### config.mk
export PLATFORM = sky130hd
export DESIGN_NAME = neural_score_collector_flat
export DESIGN_NICKNAME = d
export VERILOG_FILES = /design/src/rtl/nn_pkg.sv /design/src/rtl/neural_score_collector_if.sv /design/src/rtl/score_saturate.sv /design/src/rtl/neural_score_collector.sv /design/src/flat_wrapper.sv
export SDC_FILE = /design/constraint.sdc
export NUM_CORES = 1
export LEC_CHECK = 0
export CAP_MARGIN = 20
export CORE_MARGIN = 2
export CORE_UTILIZATION = 50
export DETAILED_ROUTE_END_ITERATION = 8
export DONT_BUFFER_PORTS = 1
export PLACE_DENSITY = 0.76
export SYNTH_ARGS = -nofsm -noshare
export SYNTH_HDL_FRONTEND = slang
export SYNTH_HIERARCHICAL = 1
export SYNTH_SLANG_ARGS = --single-unit
### constraint.sdc
create_clock -name clk -period 13.9 [get_ports clk]
set_input_delay 2.085 -clock clk [delete_from_list [all_inputs] [get_ports clk]]
set_output_delay 2.085 -clock clk [all_outputs]
set_load 0.02 [all_outputs]
### src/rtl/nn_pkg.sv
// Shared types and constants for the output-layer score path.
package nn_pkg;

    localparam int NUM_CLASSES = 10;
    localparam int ACC_W       = 32;
    localparam int OUT_W       = 16;
    localparam int FRAC_SHIFT  = 8;

    typedef logic [OUT_W-1:0] score_t;
    typedef score_t [NUM_CLASSES-1:0] score_arr_t;

    typedef enum logic {
        FILL   = 1'b0,
        COMMIT = 1'b1
    } collector_state_t;

endpackage

### src/rtl/neural_score_collector_if.sv
// Accumulator-to-collector stream: valid/ready handshake plus frame abort.
interface neural_score_collector_if #(
    parameter int ACC_W = nn_pkg::ACC_W
);
    logic                    acc_valid;
    logic signed [ACC_W-1:0] acc_data;
    logic                    acc_ready;
    logic                    frame_abort;

    modport master (output acc_valid, output acc_data, output frame_abort, input acc_ready);
    modport slave  (input acc_valid, input acc_data, input frame_abort, output acc_ready);
endinterface

### src/rtl/score_saturate.sv
// ReLU, arithmetic rescale and unsigned saturation of one accumulator value.
module score_saturate #(
    parameter int ACC_W      = nn_pkg::ACC_W,
    parameter int OUT_W      = nn_pkg::OUT_W,
    parameter int FRAC_SHIFT = nn_pkg::FRAC_SHIFT
) (
    input  logic signed [ACC_W-1:0] acc,
    output logic        [OUT_W-1:0] score,
    output logic                    sat
);

    // Returns {sat, score}; negative inputs clamp to zero without flagging.
    function automatic logic [OUT_W:0] relu_sat(input logic signed [ACC_W-1:0] a);
        logic signed [ACC_W-1:0] s;
        s = a >>> FRAC_SHIFT;
        if (a < 0)
            return '0;
        if (|s[ACC_W-1:OUT_W])
            return {1'b1, {OUT_W{1'b1}}};
        return {1'b0, s[OUT_W-1:0]};
    endfunction

    // Pure combinational conversion, applied at capture time by the caller.
    always_comb begin
        {sat, score} = relu_sat(acc);
    end

endmodule

### src/rtl/neural_score_collector.sv
// Collects per-class scores serially into a fill bank and publishes whole
// frames atomically, so the downstream decoder never sees a partial frame.
module neural_score_collector #(
    parameter int NUM_CLASSES = nn_pkg::NUM_CLASSES,
    parameter int ACC_W       = nn_pkg::ACC_W,
    parameter int OUT_W       = nn_pkg::OUT_W,
    parameter int FRAC_SHIFT  = nn_pkg::FRAC_SHIFT
) (
    input  logic                                clk,
    input  logic                                rst,
    neural_score_collector_if.slave             acc_if,
    output logic [NUM_CLASSES-1:0][OUT_W-1:0]   neural_out,
    output logic                                frame_valid,
    output logic                                sat_flag,
    output logic [7:0]                          frame_count
);
    import nn_pkg::*;

    localparam int IDX_W = $clog2(NUM_CLASSES);
    localparam logic [IDX_W-1:0] LAST_IDX = IDX_W'(NUM_CLASSES - 1);

    collector_state_t                      state;
    collector_state_t                      state_nxt;
    logic [IDX_W-1:0]                      idx;
    logic [NUM_CLASSES-1:0][OUT_W-1:0]     fill_score;
    logic [NUM_CLASSES-1:0]                fill_sat;
    logic [OUT_W-1:0]                      conv_score;
    logic                                  conv_sat;
    logic                                  in_fill;
    logic                                  commit;
    logic                                  take;

    score_saturate #(
        .ACC_W      (ACC_W),
        .OUT_W      (OUT_W),
        .FRAC_SHIFT (FRAC_SHIFT)
    ) u_score_saturate (
        .acc   (acc_if.acc_data),
        .score (conv_score),
        .sat   (conv_sat)
    );

    // Abort outranks a coincident sample; the sample is simply dropped.
    assign take = acc_if.acc_valid && in_fill && !acc_if.frame_abort;

    // State register.
    always_ff @(posedge clk or posedge rst) begin
        if (rst)
            state <= FILL;
        else
            state <= state_nxt;
    end

    // Next state: last accepted class enters a single COMMIT cycle.
    always_comb begin
        state_nxt = state;
        case (state)
            FILL:    if (take && idx == LAST_IDX) state_nxt = COMMIT;
            COMMIT:  state_nxt = FILL;
            default: state_nxt = FILL;
        endcase
    end

    // State-decoded controls; ready depends on state only.
    always_comb begin
        in_fill          = (state == FILL);
        commit           = (state == COMMIT);
        acc_if.acc_ready = in_fill;
    end

    // Fill bank: converted scores land in slot idx; abort rewinds the frame.
    always_ff @(posedge clk or posedge rst) begin
        if (rst) begin
            idx        <= '0;
            fill_score <= '0;
            fill_sat   <= '0;
        end else if (in_fill) begin
            if (acc_if.frame_abort) begin
                idx      <= '0;
                fill_sat <= '0;
            end else if (take) begin
                fill_score[idx] <= conv_score;
                fill_sat[idx]   <= conv_sat;
                idx             <= (idx == LAST_IDX) ? '0 : idx + 1'b1;
            end
        end
    end

    // Published bank: updated only by COMMIT, held otherwise.
    always_ff @(posedge clk or posedge rst) begin
        if (rst) begin
            neural_out  <= '0;
            sat_flag    <= 1'b0;
            frame_count <= '0;
            frame_valid <= 1'b0;
        end else begin
            frame_valid <= commit;
            if (commit) begin
                neural_out  <= fill_score;
                sat_flag    <= |fill_sat;
                frame_count <= frame_count + 8'd1;
            end
        end
    end

endmodule

### src/flat_wrapper.sv
// flat-port wrapper written by rule: the top's interface ports become plain ports
module neural_score_collector_flat import nn_pkg::*;
#(
    parameter int NUM_CLASSES = nn_pkg::NUM_CLASSES,
    parameter int ACC_W       = nn_pkg::ACC_W,
    parameter int OUT_W       = nn_pkg::OUT_W,
    parameter int FRAC_SHIFT  = nn_pkg::FRAC_SHIFT
)
  (clk, rst, neural_out, frame_valid, sat_flag, frame_count, acc_if_acc_valid, acc_if_acc_data, acc_if_frame_abort, acc_if_acc_ready);
  neural_score_collector_if #(.ACC_W(ACC_W)) acc_if_i ();
  input  logic clk;
  input  logic rst;
  output logic [NUM_CLASSES-1:0][OUT_W-1:0] neural_out;
  output logic frame_valid;
  output logic sat_flag;
  output logic [7:0] frame_count;
  input wire logic [$bits(acc_if_i.acc_valid)-1:0] acc_if_acc_valid;
  input wire logic [$bits(acc_if_i.acc_data)-1:0] acc_if_acc_data;
  input wire logic [$bits(acc_if_i.frame_abort)-1:0] acc_if_frame_abort;
  output wire logic [$bits(acc_if_i.acc_ready)-1:0] acc_if_acc_ready;
  assign acc_if_i.acc_valid = acc_if_acc_valid;
  assign acc_if_i.acc_data = acc_if_acc_data;
  assign acc_if_i.frame_abort = acc_if_frame_abort;
  assign acc_if_acc_ready = acc_if_i.acc_ready;
  neural_score_collector #(.NUM_CLASSES(NUM_CLASSES), .ACC_W(ACC_W), .OUT_W(OUT_W), .FRAC_SHIFT(FRAC_SHIFT)) u_core (.clk(clk), .rst(rst), .acc_if(acc_if_i), .neural_out(neural_out), .frame_valid(frame_valid), .sat_flag(sat_flag), .frame_count(frame_count));
endmodule
# Word-level counts from Yosys, hierarchy flattened
# Index checks and enable logic that the tools add are counted.
op_classes:
  n_addsub: 2
  multipliers: 0
  n_div: 0
  n_lt_le_gt_ge: 3
  eq_ne: 1
  shifts: 0
  n_mux: 20
  bitwise: 2
  reduce_logical: 10
ops:
  columns: ["cell", "count"]
  rows:
  - ["160-bit bitwise mux", 1]
  - ["17-bit two-way mux", 4]
  - ["16-bit demux with 4-bit select", 1]
  - ["32-bit by 1-bit less-than comparator with 1-bit output, second input constant", 1]
  - ["10-bit two-way mux", 2]
  - ["16-bit two-way mux", 1]
  - ["4-bit two-way mux", 3]
  - ["10-bit bitwise mux", 1]
  - ["10-bit OR reduction", 1]
  - ["8-bit by 1-bit adder with 8-bit output, second input constant", 1]
  - ["8-bit OR reduction", 1]
  - ["4-bit by 5-bit less-than comparator with 1-bit output, second input constant", 1]
  - ["1-bit two-way mux", 5]
  - ["4-bit by 1-bit adder with 4-bit output, second input constant", 1]
  - ["1-bit demux with 4-bit select", 1]
  - ["4-bit == test, second input constant", 1]
  - ["4-bit by 1-bit >= comparator with 1-bit output, second input constant", 1]
  - ["1-bit logical AND", 4]
  - ["3-bit AND reduction", 1]
  - ["1-bit inverter", 2]
  - ["1-bit case mux with 2 select lines", 1]
  - ["2-bit AND reduction", 1]
  - ["2-bit nonzero test", 1]
  - ["1-bit logical NOT", 1]
totals:
  register_bits: 345
  latchBits: 0
  ramBits: 0
  romBits: 0
  out_inout_bits: 171
  elab_cells: 64
  n_memories: 0

# Longest topological paths before layout
logic_depth:
  word_depth: 8
  depth_mapped: 7

# By module
# The synthesis kept the hierarchy.
by_module_without_submodules:
  columns: ["module", "instances", "cells_per_inst", "area_per_inst_um2"]
  rows:
  - ["neural_score_collector", 1, 821, 13215.2]
  - ["score_saturate", 1, 42, 229.0]

# Least setup slack after synthesis
# Ideal clock, no wire load.
synth_path:
  path_type: "in2reg"
  startpoint: "input acc_if_frame_abort"
  endpoint: "register u_core/fill_score[16] (netlist bit)"
  arrival_ns: 3.537
  path_slack_ns: 10.238
  path_stages: 5
  path_cell_list: "or4b_4 -> buf_6 -> nor3_4 -> buf_6 -> mux2_2"
synth_via:
  elab_chain_cells: 3
synth_lines:
  columns: ["element", "line_no", "source"]
  rows:
  - ["from (decl)", "flat_wrapper.sv:19", "input wire logic [$bits(acc_if_i.frame_abort)-1:0] acc_if_frame_abort;"]
  - ["1-bit logical NOT", "neural_score_collector.sv:44", "assign take = acc_if.acc_valid && in_fill && !acc_if.frame_abort;"]
  - ["1-bit logical AND", "neural_score_collector.sv:44", null]
  - ["3-bit AND reduction (no source line) (*)", null, null]
  - ["to (signal, indexed assignment)", "neural_score_collector.sv:82", "fill_score[idx] <= conv_score;"]
  - ["to (decl)", "neural_score_collector.sv:25", "logic [NUM_CLASSES-1:0][OUT_W-1:0] fill_score;"]
# Every way passes the cells marked *; elsewhere a longest branch is shown, timed or not.
# A chain may end at the register's enable or synchronous reset.

# Final worst setup path
layout_path:
  startpoint: "input acc_if_frame_abort"
  endpoint: "register u_core/fill_score[54] (netlist bit)"
# Same word-level chain as after synthesis.

==> results.cfg <==
[setup_path]
crit_fanout = 16
cp-start-kind = input pin
worstPathArrival_ps = 3930
worstSetupPathType = input pin to register
end_kind = register
cp.required_ps = 14280

[timing]
final.setup.tns_ps = 0
worst_pin_slew_ps = 1143
fmax_mhz = 281.7
relSlewSlack = 0.2343
rsz0062_at_grt = false
finalSetupViolations = 0
drv_slew = 0
period_share = 0.2554
period_needed_ps = 3550
hold_viol_final = 0
finClkSkew_ps = 12.70

[synth]
synth_top_family_by_area = multiplexers
synth_seq_cells = 345
synth-xor-area-share = 0.004560
ys_types = 44
synthAdderAreaFrac = 0.0009307
synth_ff_type = dfrtp_1
synth_warnings = 6
synth_mux_area_frac = 0.2696
synth_area_per_cell_um2 = 15.58
synth.top_cells.by_area = dfrtp_1 (64%), mux2_2 (27%), buf_2 (0.86%)
synth_top_area_share = 0.6422
synth_edf_count = 0
synth.largest_area_cell = dfrtp_1
syn_inst = 863
synth_simple_gate_area_share = 0.03639
yosysSeqAreaShare = 0.6422
syn_area_um2 = 13440
async_flop_share = 1.000
synth_compound_area_frac = 0.02159
syn_nets = 900

[grt]
grt_max_degree = 106
antenna_found_initial = 2
grt_overflow_total = 0
grt_usage = 0.1937
grt_pass1_wl_um = 42300
grt_pass1_vias = 7158

[final_layout]
fillCellCount = 2074
final-instance-count-excl-fill = 1224
drive_above_1_share = 0.4665
layout_common_cells = dfrtp_1 (344), mux2_2 (320), clkbuf_16 (37), nor2_1 (25), buf_4 (19)
nNetsFinal = 897
final_util = 0.5615
mostFrequentLayoutCell = dfrtp_1
stdcell_area_um2 = 14960
syn_to_final_growth_pct = 11.30

[detailed_routing]
drt_first_pass_iters = 4
via_per_inst = 5.652
drt-wirelength-per-cell_um = 22.35
ant_nets = 0
drc_errors = 0
vias = 6918
drtIter0Drc = 270
wl_um = 27350

[placement]
dp.cells = 1160
port_buffers = 0
place.gp.congestion = 0.8179
dpl_cell_area_um2 = 13740
detailed_place_hpwl_um = 17630

[clocking]
clk_pin_slew_ps = 60
cts_made_buffers = 36
cts_tree = done
postCtsSetupBuffers = 0
cts.path.max_buffers = 3
cts_resized = 0
htreeDepth = 2
hold_buffers = 0
clkLatencyLatePin_ps = 500
cts_sinks = 345
root_buffer = clkbuf_16

[power_and_ir_drop]
ir_drop_v = 0.00008747
powerDensity_nw_per_um2 = 143.5
power.leakage_nw = 7.379

[flow_run]
drv_cap = 0

[die]
die_y_um = 168.0
die_area_um2 = 28220
die_x_um = 168.0
num_rows = 60
initial_core_util = 0.5045
core_area_um2 = 26650
boundaryPins = 207

[status]
outcome = completed

[hold_path]
hold_class = register to register
cells by family after synthesis:
| logic type | count (synthesis) |
|---|---|
| adders and majority gates | 1 |
| AOI/OAI and AO/OA | 46 |
| DFF | 345 |
| buffers and inverters | 68 |
| muxes | 322 |
| and+or+nand+nor | 74 |
| xor gates and xnor gates | 7 |
where the power goes:
part	internal [mW]	total, mW	switching (mW)	leakage (nW)
combinational	0.0538	0.108	0.0537	2.11
clock	0.576	0.945	0.369	0.568
sequential	1.06	1.09	0.0311	4.70
layout make-up:
type	instances	area [um2]	share of cell area
Antenna cell	2	5.005	0.0003345
Sequential cell	345	8637	0.5772
Inverter	5	26.28	0.001756
Multi-Input combinational cell	450	4497	0.3005
Tap cell	341	426.7	0.02851
Clock buffer	48	997.2	0.06664
Clock inverter	11	161.4	0.01079
Timing Repair Buffer	22	212.7	0.01422
critical path: stages:
cell	delay, ps
or4b_4	590
nor3_4	820
mux2_2	420
registers in the layout (all words and copies together) (netlist names):
register,cells
u_core/sat_flag,1
u_core/frame_valid,1
u_core/fill_score,160
u_core/frame_count,8
u_core/commit,1
u_core/neural_out,160
u_core/fill_sat,10
u_core/idx,4
routing by layer:
metal	global-route usage	part of all wire	vias up	wire length, um
li1	-	-	3050	-
met5	0	0	-	0
met1	0.2546	0.42	3637	11490
met3	0.06864	0.085	35	2330
met2	0.3112	0.48	196	13050
met4	0.04612	0.017	0	476
cells in the mapped netlist, types with 3 or more instances:
library cell / n
mux2_2: 320
xnor2_1: 4
nor2_1: 25
nand4_1: 5
buf_6: 6
buf_2: 23
nand2b_1: 5
dfrtp_1: 345
nor2b_1: 3
buf_1: 20
a21oi_1: 3
nor3_4: 4
xor2_1: 3
clkbuf_1: 13
nand2_1: 8
a31oi_1: 16
nor4_1: 3
inv_1: 5
o21ai_0: 13
o211ai_1: 9
nand3_1: 5
worst paths after layout:
path / start / end / slack, ps / cells past startpoint
hold reg to reg: u_core/fill_score[112] / u_core/fill_score[112] / 490 / 1
setup / recovery: acc_if_frame_abort / u_core/fill_score[54] / 10350 / 3
min in group asynchronous: rst / u_core/neural_out[92] / 1530 / 1
hold / removal: u_core/fill_score[112] / u_core/fill_score[112] / 490 / 1
setup reg to reg: u_core/commit / u_core/fill_score[54] / 11190 / 3
max in group asynchronous: rst / u_core/fill_score[146] / 10860 / 2
metrics by stage:
| step | hold WS (ps) | power [mW] | worst slack [ps] |
|---|---|---|---|
| 2_1_floorplan | 458.5 | 1.190 | 2250 |
| 3_3_place_gp | 475.9 | 1.212 | 9792 |
| 3_5_place_dp | 483.3 | 1.221 | 9791 |
| 4_1_cts | 496.9 | 2.169 | 10320 |
| 5_1_grt | 511.2 | 2.233 | 10280 |
| 6_report | 491.9 | 2.147 | 10350 |
(Power assumes the default switching activity.)
